<file path="src/rtl/regfile_sb_if.sv">
// Register file bus: decode-side reads and issue marking, writeback-side writes.
//   master : drives rd_en/rd_addr, wr_*, iss_*, flush; observes rd_data, rd_busy, busy_cnt
//   slave  : the register file itself
interface regfile_sb_if #(
  parameter int unsigned DATA_W = 32,
  parameter int unsigned ADDR_W = 5,
  parameter int unsigned NUM_RD = 2
) ();

  logic                       rd_en;
  logic [NUM_RD*ADDR_W-1:0]   rd_addr;
  logic [NUM_RD*DATA_W-1:0]   rd_data;
  logic [NUM_RD-1:0]          rd_busy;
  logic                       wr_en;
  logic [ADDR_W-1:0]          wr_addr;
  logic [DATA_W-1:0]          wr_data;
  logic                       iss_en;
  logic [ADDR_W-1:0]          iss_addr;
  logic                       flush;
  logic [ADDR_W:0]            busy_cnt;

  modport master (
    output rd_en, rd_addr, wr_en, wr_addr, wr_data, iss_en, iss_addr, flush,
    input  rd_data, rd_busy, busy_cnt
  );

  modport slave (
    input  rd_en, rd_addr, wr_en, wr_addr, wr_data, iss_en, iss_addr, flush,
    output rd_data, rd_busy, busy_cnt
  );

endinterface

</file>
<file path="src/rtl/regfile_sb.sv">
// Parametrised GPR file with registered read ports, write-to-read bypass,
// hardwired-zero r0 and a per-register pending-write scoreboard.
// Ports:
//   clk  - rising-edge clock
//   rst  - synchronous active-high reset (overrides all other inputs)
//   bus  - regfile_sb_if.slave: reads, writeback write, issue marking,
//          flush, registered rd_data/rd_busy and busy_cnt
module regfile_sb #(
  parameter int unsigned DATA_W = 32,
  parameter int unsigned ADDR_W = 5,
  parameter int unsigned NUM_RD = 2
) (
  input  logic         clk,
  input  logic         rst,
  regfile_sb_if.slave  bus
);

  localparam int unsigned DEPTH = 1 << ADDR_W;
  localparam int unsigned CNT_W = ADDR_W + 1;

  logic [DATA_W-1:0] mem_q [DEPTH];
  logic [DEPTH-1:0]  busy_q;
  logic [DEPTH-1:0]  busy_d;
  logic [CNT_W-1:0]  busy_cnt_q;
  logic [CNT_W-1:0]  busy_cnt_d;
  logic              cnt_inc;
  logic              cnt_dec;

  // Register storage; r0 is never written so it stays zero
  always_ff @(posedge clk) begin
    if (rst) begin
      for (int unsigned r = 0; r < DEPTH; r++) begin
        mem_q[ADDR_W'(r)] <= '0;
      end
    end else if (bus.wr_en && (bus.wr_addr != '0)) begin
      mem_q[bus.wr_addr] <= bus.wr_data;
    end
  end

  // Scoreboard next state: flush beats issue, issue beats writeback
  always_comb begin
    busy_d = busy_q;
    if (bus.flush) begin
      busy_d = '0;
    end else begin
      if (bus.wr_en)  busy_d[bus.wr_addr]  = 1'b0;
      if (bus.iss_en) busy_d[bus.iss_addr] = 1'b1;
    end
    busy_d[0] = 1'b0;
  end

  // Pending count tracks clear->set and set->clear transitions only
  always_comb begin
    cnt_inc = bus.iss_en && (bus.iss_addr != '0) && !busy_q[bus.iss_addr];
    cnt_dec = bus.wr_en && (bus.wr_addr != '0) && busy_q[bus.wr_addr] &&
              !(bus.iss_en && (bus.iss_addr == bus.wr_addr));
    if (bus.flush) begin
      busy_cnt_d = '0;
    end else begin
      busy_cnt_d = busy_cnt_q + CNT_W'(cnt_inc) - CNT_W'(cnt_dec);
    end
  end

  always_ff @(posedge clk) begin
    if (rst) begin
      busy_q     <= '0;
      busy_cnt_q <= '0;
    end else begin
      busy_q     <= busy_d;
      busy_cnt_q <= busy_cnt_d;
    end
  end

  assign bus.busy_cnt = busy_cnt_q;

  // Per read port: zero/bypass/array select, busy reflects post-edge state
  for (genvar k = 0; k < NUM_RD; k++) begin : g_rd
    logic [ADDR_W-1:0] ra;
    logic [DATA_W-1:0] rd_data_d;
    logic [DATA_W-1:0] rd_data_q;
    logic              rd_busy_q;

    assign ra = bus.rd_addr[k*ADDR_W +: ADDR_W];

    assign rd_data_d = (ra == '0) ? '0 :
                       (bus.wr_en && (bus.wr_addr == ra)) ? bus.wr_data :
                       mem_q[ra];

    always_ff @(posedge clk) begin
      if (rst) begin
        rd_data_q <= '0;
        rd_busy_q <= 1'b0;
      end else if (bus.rd_en) begin
        rd_data_q <= rd_data_d;
        rd_busy_q <= busy_d[ra];
      end
    end

    assign bus.rd_data[k*DATA_W +: DATA_W] = rd_data_q;
    assign bus.rd_busy[k]                  = rd_busy_q;
  end

endmodule

</file>
<file path="src/flat_wrapper.sv">
// flat-port wrapper written by rule: the top's interface ports become plain ports
module regfile_sb_flat 
#(
  parameter int unsigned DATA_W = 32,
  parameter int unsigned ADDR_W = 5,
  parameter int unsigned NUM_RD = 2
)
  (clk, rst, bus_rd_en, bus_rd_addr, bus_wr_en, bus_wr_addr, bus_wr_data, bus_iss_en, bus_iss_addr, bus_flush, bus_rd_data, bus_rd_busy, bus_busy_cnt);
  regfile_sb_if #(.DATA_W(DATA_W), .ADDR_W(ADDR_W), .NUM_RD(NUM_RD)) bus_i ();
  input  logic clk;
  input  logic rst;
  input wire logic [$bits(bus_i.rd_en)-1:0] bus_rd_en;
  input wire logic [$bits(bus_i.rd_addr)-1:0] bus_rd_addr;
  input wire logic [$bits(bus_i.wr_en)-1:0] bus_wr_en;
  input wire logic [$bits(bus_i.wr_addr)-1:0] bus_wr_addr;
  input wire logic [$bits(bus_i.wr_data)-1:0] bus_wr_data;
  input wire logic [$bits(bus_i.iss_en)-1:0] bus_iss_en;
  input wire logic [$bits(bus_i.iss_addr)-1:0] bus_iss_addr;
  input wire logic [$bits(bus_i.flush)-1:0] bus_flush;
  output wire logic [$bits(bus_i.rd_data)-1:0] bus_rd_data;
  output wire logic [$bits(bus_i.rd_busy)-1:0] bus_rd_busy;
  output wire logic [$bits(bus_i.busy_cnt)-1:0] bus_busy_cnt;
  assign bus_i.rd_en = bus_rd_en;
  assign bus_i.rd_addr = bus_rd_addr;
  assign bus_i.wr_en = bus_wr_en;
  assign bus_i.wr_addr = bus_wr_addr;
  assign bus_i.wr_data = bus_wr_data;
  assign bus_i.iss_en = bus_iss_en;
  assign bus_i.iss_addr = bus_iss_addr;
  assign bus_i.flush = bus_flush;
  assign bus_rd_data = bus_i.rd_data;
  assign bus_rd_busy = bus_i.rd_busy;
  assign bus_busy_cnt = bus_i.busy_cnt;
  regfile_sb #(.DATA_W(DATA_W), .ADDR_W(ADDR_W), .NUM_RD(NUM_RD)) u_core (.clk(clk), .rst(rst), .bus(bus_i));
endmodule
</file>
<file path="config.mk">
export PLATFORM = sky130hd
export DESIGN_NAME = regfile_sb_flat
export DESIGN_NICKNAME = d
export VERILOG_FILES = /design/src/rtl/regfile_sb_if.sv /design/src/rtl/regfile_sb.sv /design/src/flat_wrapper.sv
export SDC_FILE = /design/constraint.sdc
export NUM_CORES = 2
export LEC_CHECK = 0
export BUFFER_PORTS_ARGS = -buffer_cell sky130_fd_sc_hd__buf_2
export CAP_MARGIN = 30
export CORE_MARGIN = 5
export CORE_UTILIZATION = 35
export CTS_CLUSTER_SIZE = 25
export DETAILED_ROUTE_END_ITERATION = 16
export PLACE_DENSITY = 0.56
export SYNTH_ARGS = -nofsm -noshare
export SYNTH_HDL_FRONTEND = slang
export SYNTH_SLANG_ARGS = --single-unit
</file>
<file path="constraint.sdc">
create_clock -name clk -period 4.89 [get_ports clk]
set_input_delay 0.978 -clock clk [delete_from_list [all_inputs] [get_ports clk]]
set_output_delay 0.978 -clock clk [all_outputs]
set_load 0.05 [all_outputs]
</file>
==> impl_results.md <==
* Number of nets with antenna violations after detailed routing at 0
* GR Util All Layers at 0.2311
* Detailed placement HPWL at 122.5 mm
* Count of cell types in the netlist at 66
* Setup repair after global routing missed its margin: false
* Biggest area contributors in the synthesized netlist: edfxtp_1 52%, mux4_2 25%, and2_1 10%
* Number of synthesized register bits at 1,127
* Register clock-pin slew on the reported worst setup and hold paths at 60 ps
* Number of hold buffers added after cts at 0
* RR Endpoint: u_core.bus.busy_cnt[4]$_SDFF_PP0_
* Count of flip-flops with a built-in enable after synthesis at 1,024
* Share of flip-flops with an asynchronous set or reset at 0
* Pin slew with the least headroom to its limit at 987.1 ps
* Data arrival at the endpoint of the critical path at 4070 ps
* Most frequent cells in the layout: 1,024 x edfxtp_1, 992 x and2_1, 654 x mux4_2, 229 x nand2_1, 163 x a21oi_1
* Detailed-routing iteration count for the pre-antenna-repair pass at 8
* Die X-Extent at 422.4 µm
* Worst Skew at 48.83 ps
* Clk buf depth at 3
* Worst setup SP type: input port
* Most common cell after layout, fill and taps aside: edfxtp_1
* Sort of element at the end of the critical path: register
* Cell row count at 151
* Max-cap check violation count at 0
* Maximum operating frequency at 286.9 MHz
* Layout cell share with drive strength beyond 1 at 0.2929
* Worst slew margin relative to its limit at 0.3419
* DRC at 0
* Starting density of the core at 0.3516
* Area taken by multi-input logic gates at 25,600 µm²
* Summed instance area of the synthesized netlist at 59,520 µm²
* Worst Path Max Fanout at 20
* Launch point of the worst reg-to-reg path: u_core.busy_q[31]$_SDFF_PP0_
* Layout overhead on the synthesized area at 13.93%
* Deepest level of the CTS H-tree at 3
* Placed Cells incl. Taps at 6,094
* Sequential cell area at 32,810 µm²
* Worst reg-to-reg setup slack at 1840 ps
* Pin count of the biggest net entering global routing at 75
* Count of warnings emitted by yosys at 0
* Count of fill cells added during filler insertion at 15,370
* # resized after CTS at 0
* Primary flip-flop cell chosen by synthesis mapping: edfxtp_1
* Depth of the worst register-to-register path at 14
* Setup TNS at 0 ps
* Max Slew Vio Count at 0
* Run status: finished, final reports clean
* Final net count at 4,060
* Total clock buffers created by CTS at 117
* Port-buffer cells at 129
* Leakage dissipation at 22.87 nW
* Fraction of the yosys area taken by sequential cells at 0.5512
* Core occupancy in the finished layout at 0.4006
* Worst vdd ir at 301.7 µV
* Post-route clock period utilization at 0.7128
* Worst hold-check slack at 443.7 ps
* Power Density at 349.5 nW/µm²
* Routed via count at 37,760
* Routed WL at 209.4 mm
* Die Span Y at 422.4 µm
* Io pins at 130
* Area of the core region at 169,300 µm²
* Min-Delay Path Class: reg -> reg
* First-pass GRT wire length at 294.9 mm
* Number of buffers inserted to repair setup after CTS at 0
* Worst setup path startpoint: bus_wr_addr[0]
* Share of Yosys cell area claimed by the top area cell type at 0.5166
* Post-synthesis cell count at 3,982
* Final hold violation count at 0
* Category of the critical setup timing path: in -> reg
* Clk sink count at 1,127
* Post-synth top area cell: edfxtp_1
* Buffer cell driving the clock tree root: clkbuf_16
* Worst EP required at 5480 ps
* Full die area at 178,400 µm²
* # setup viols final at 0
* Non-filler cells, final at 6,329
* Latest clock arrival within the worst-skew pair at 760 ps
* Detail-routed via count per cell at 5.967
* Tmin final at 3485 ps
* WL per Instance at 33.08 µm
* Weighted congestion at the end of routability-driven global placement at 0.8572
* Initial antenna violation count at 30
* Clock tree from TritonCTS: yes
* Synthesized area per cell at 14.95 µm²
* Vias in the first global route at 37,930
* Global route total overflow at 0
* DRC violation total after the first TritonRoute iteration at 5,400
* Critical path capture point: u_core.bus.busy_cnt[4]$_SDFF_PP0_
## power by group
| group | internal [W] | total [W] | leakage (nW) | switching, W |
|---|---|---|---|---|
| clock network | 0.00535 | 0.00939 | 1.97 | 0.00404 |
| registers | 0.0110 | 0.0113 | 10.6 | 0.000266 |
| logic | 0.00126 | 0.00301 | 10.3 | 0.00175 |
| total | 0.0176 | 0.0237 | 22.9 | 0.00606 |
## metal layers
| metal | vias up | global-route usage | wire length, µm |
|---|---|---|---|
| met4 | 0 | 0.07690 | 7373 |
| li1 | 15220 | - | - |
| met1 | 19930 | 0.3210 | 83050 |
| met5 | - | 0 | 0 |
| met3 | 369 | 0.05160 | 22110 |
| met2 | 2252 | 0.3618 | 96860 |
## flip-flops by register name, indices dropped and copies added (netlist names)
signal / cells
u_core.busy_q: 31
u_core.g_rd.rd_busy_q: 2
u_core.mem_q: 1024
u_core.g_rd.rd_data_q: 64
u_core.bus.busy_cnt: 6
## worst max-delay path: stages
cell and delay, ps:
buf_2 410, mux4_2 570, inv_1 70, o22ai_1 70, nor4_1 350, a311oi_1 100
ha_1 300, inv_1 40, ha_1 200, fa_1 440, a21oi_1 140, nor2_1 50
nor2_1 110, xor2_1 180, nor2_1 50
## stage by stage
| stage | cell area (µm²) | setup slack, ps | total power [W] |
|---|---|---|---|
| after floorplan | 59640 | 314.1 | 0.01338 |
| after global placement | 63620 | 627.3 | 0.01444 |
| after detailed placement | 63790 | 682.1 | 0.01449 |
| after CTS | 67780 | 1441 | 0.02378 |
| after global routing | 67800 | 1238 | 0.02440 |
| final | 67820 | 1405 | 0.02370 |
## worst min path at each step
stage / from / endpoint / slack (ps) / depth (start not counted)
after detailed placement: u_core.g_rd[1].rd_data_q[11]$_SDFFE_PP0P_ / u_core.g_rd[1].rd_data_q[11]$_SDFFE_PP0P_ / 440 / 2
after global routing: u_core.g_rd[1].rd_data_q[27]$_SDFFE_PP0P_ / u_core.g_rd[1].rd_data_q[27]$_SDFFE_PP0P_ / 470 / 2
after floorplan: u_core.g_rd[1].rd_busy_q$_SDFFE_PP0P_ / u_core.g_rd[1].rd_busy_q$_SDFFE_PP0P_ / 450 / 2
after CTS: u_core.g_rd[0].rd_data_q[26]$_SDFFE_PP0P_ / u_core.g_rd[0].rd_data_q[26]$_SDFFE_PP0P_ / 450 / 2
final: u_core.g_rd[0].rd_data_q[29]$_SDFFE_PP0P_ / u_core.g_rd[0].rd_data_q[29]$_SDFFE_PP0P_ / 440 / 2
after global placement: u_core.g_rd[1].rd_data_q[13]$_SDFFE_PP0P_ / u_core.g_rd[1].rd_data_q[13]$_SDFFE_PP0P_ / 430 / 2
## cells in the mapped netlist, drive strengths merged (2+ instances only)
master	number
and2	992
a22oi	4
a221oi	2
edfxtp	1024
a21o	4
o21a	7
nand3	20
inv	21
a21oi	163
nand2b	4
nand2	229
nor2	63
buf	120
or3	2
a221o	3
clkinv	2
o22ai	5
and3	4
nor3	7
xnor2	6
nor4	5
a211oi	5
clkbuf	301
ha	6
o21ai	136
and3b	4
o311ai	2
o221ai	2
a31oi	6
a22o	3
nor2b	11
xor2	14
or4	2
mux4	654
nand3b	10
o2bb2ai	2
nor3b	4
o211ai	2
a311oi	2
or3b	5
dfxtp	103
mux2i	4
## area by class of cell
type                       instances  area share
antenna                           14   0.0005166
clock buffer                     158     0.04967
clock inverter                    63    0.009151
inverter                          23    0.001273
multi-input combinational       2442      0.3775
sequential                      1127      0.4838
tap                             2218     0.04092
timing repair buffer             284     0.03719
## logic make-up (layout without fill, tap and decap cells)
group                    count (synthesis)  after routing  synth area share
XOR/XNOR                                20             20          0.002943
flip-flops                            1127           1127            0.5512
other                                    1             46        0.00006300
multiplexers                           659            659            0.2483
adder cells (fa/ha/maj)                  7              7          0.001597
AO/OA/AOI/OAI                          360            360           0.03328
AND/OR/NAND/NOR                       1364           1364            0.1314
buffers and inverters                  444            528           0.03121
Power figures use the tool's default switching activity.
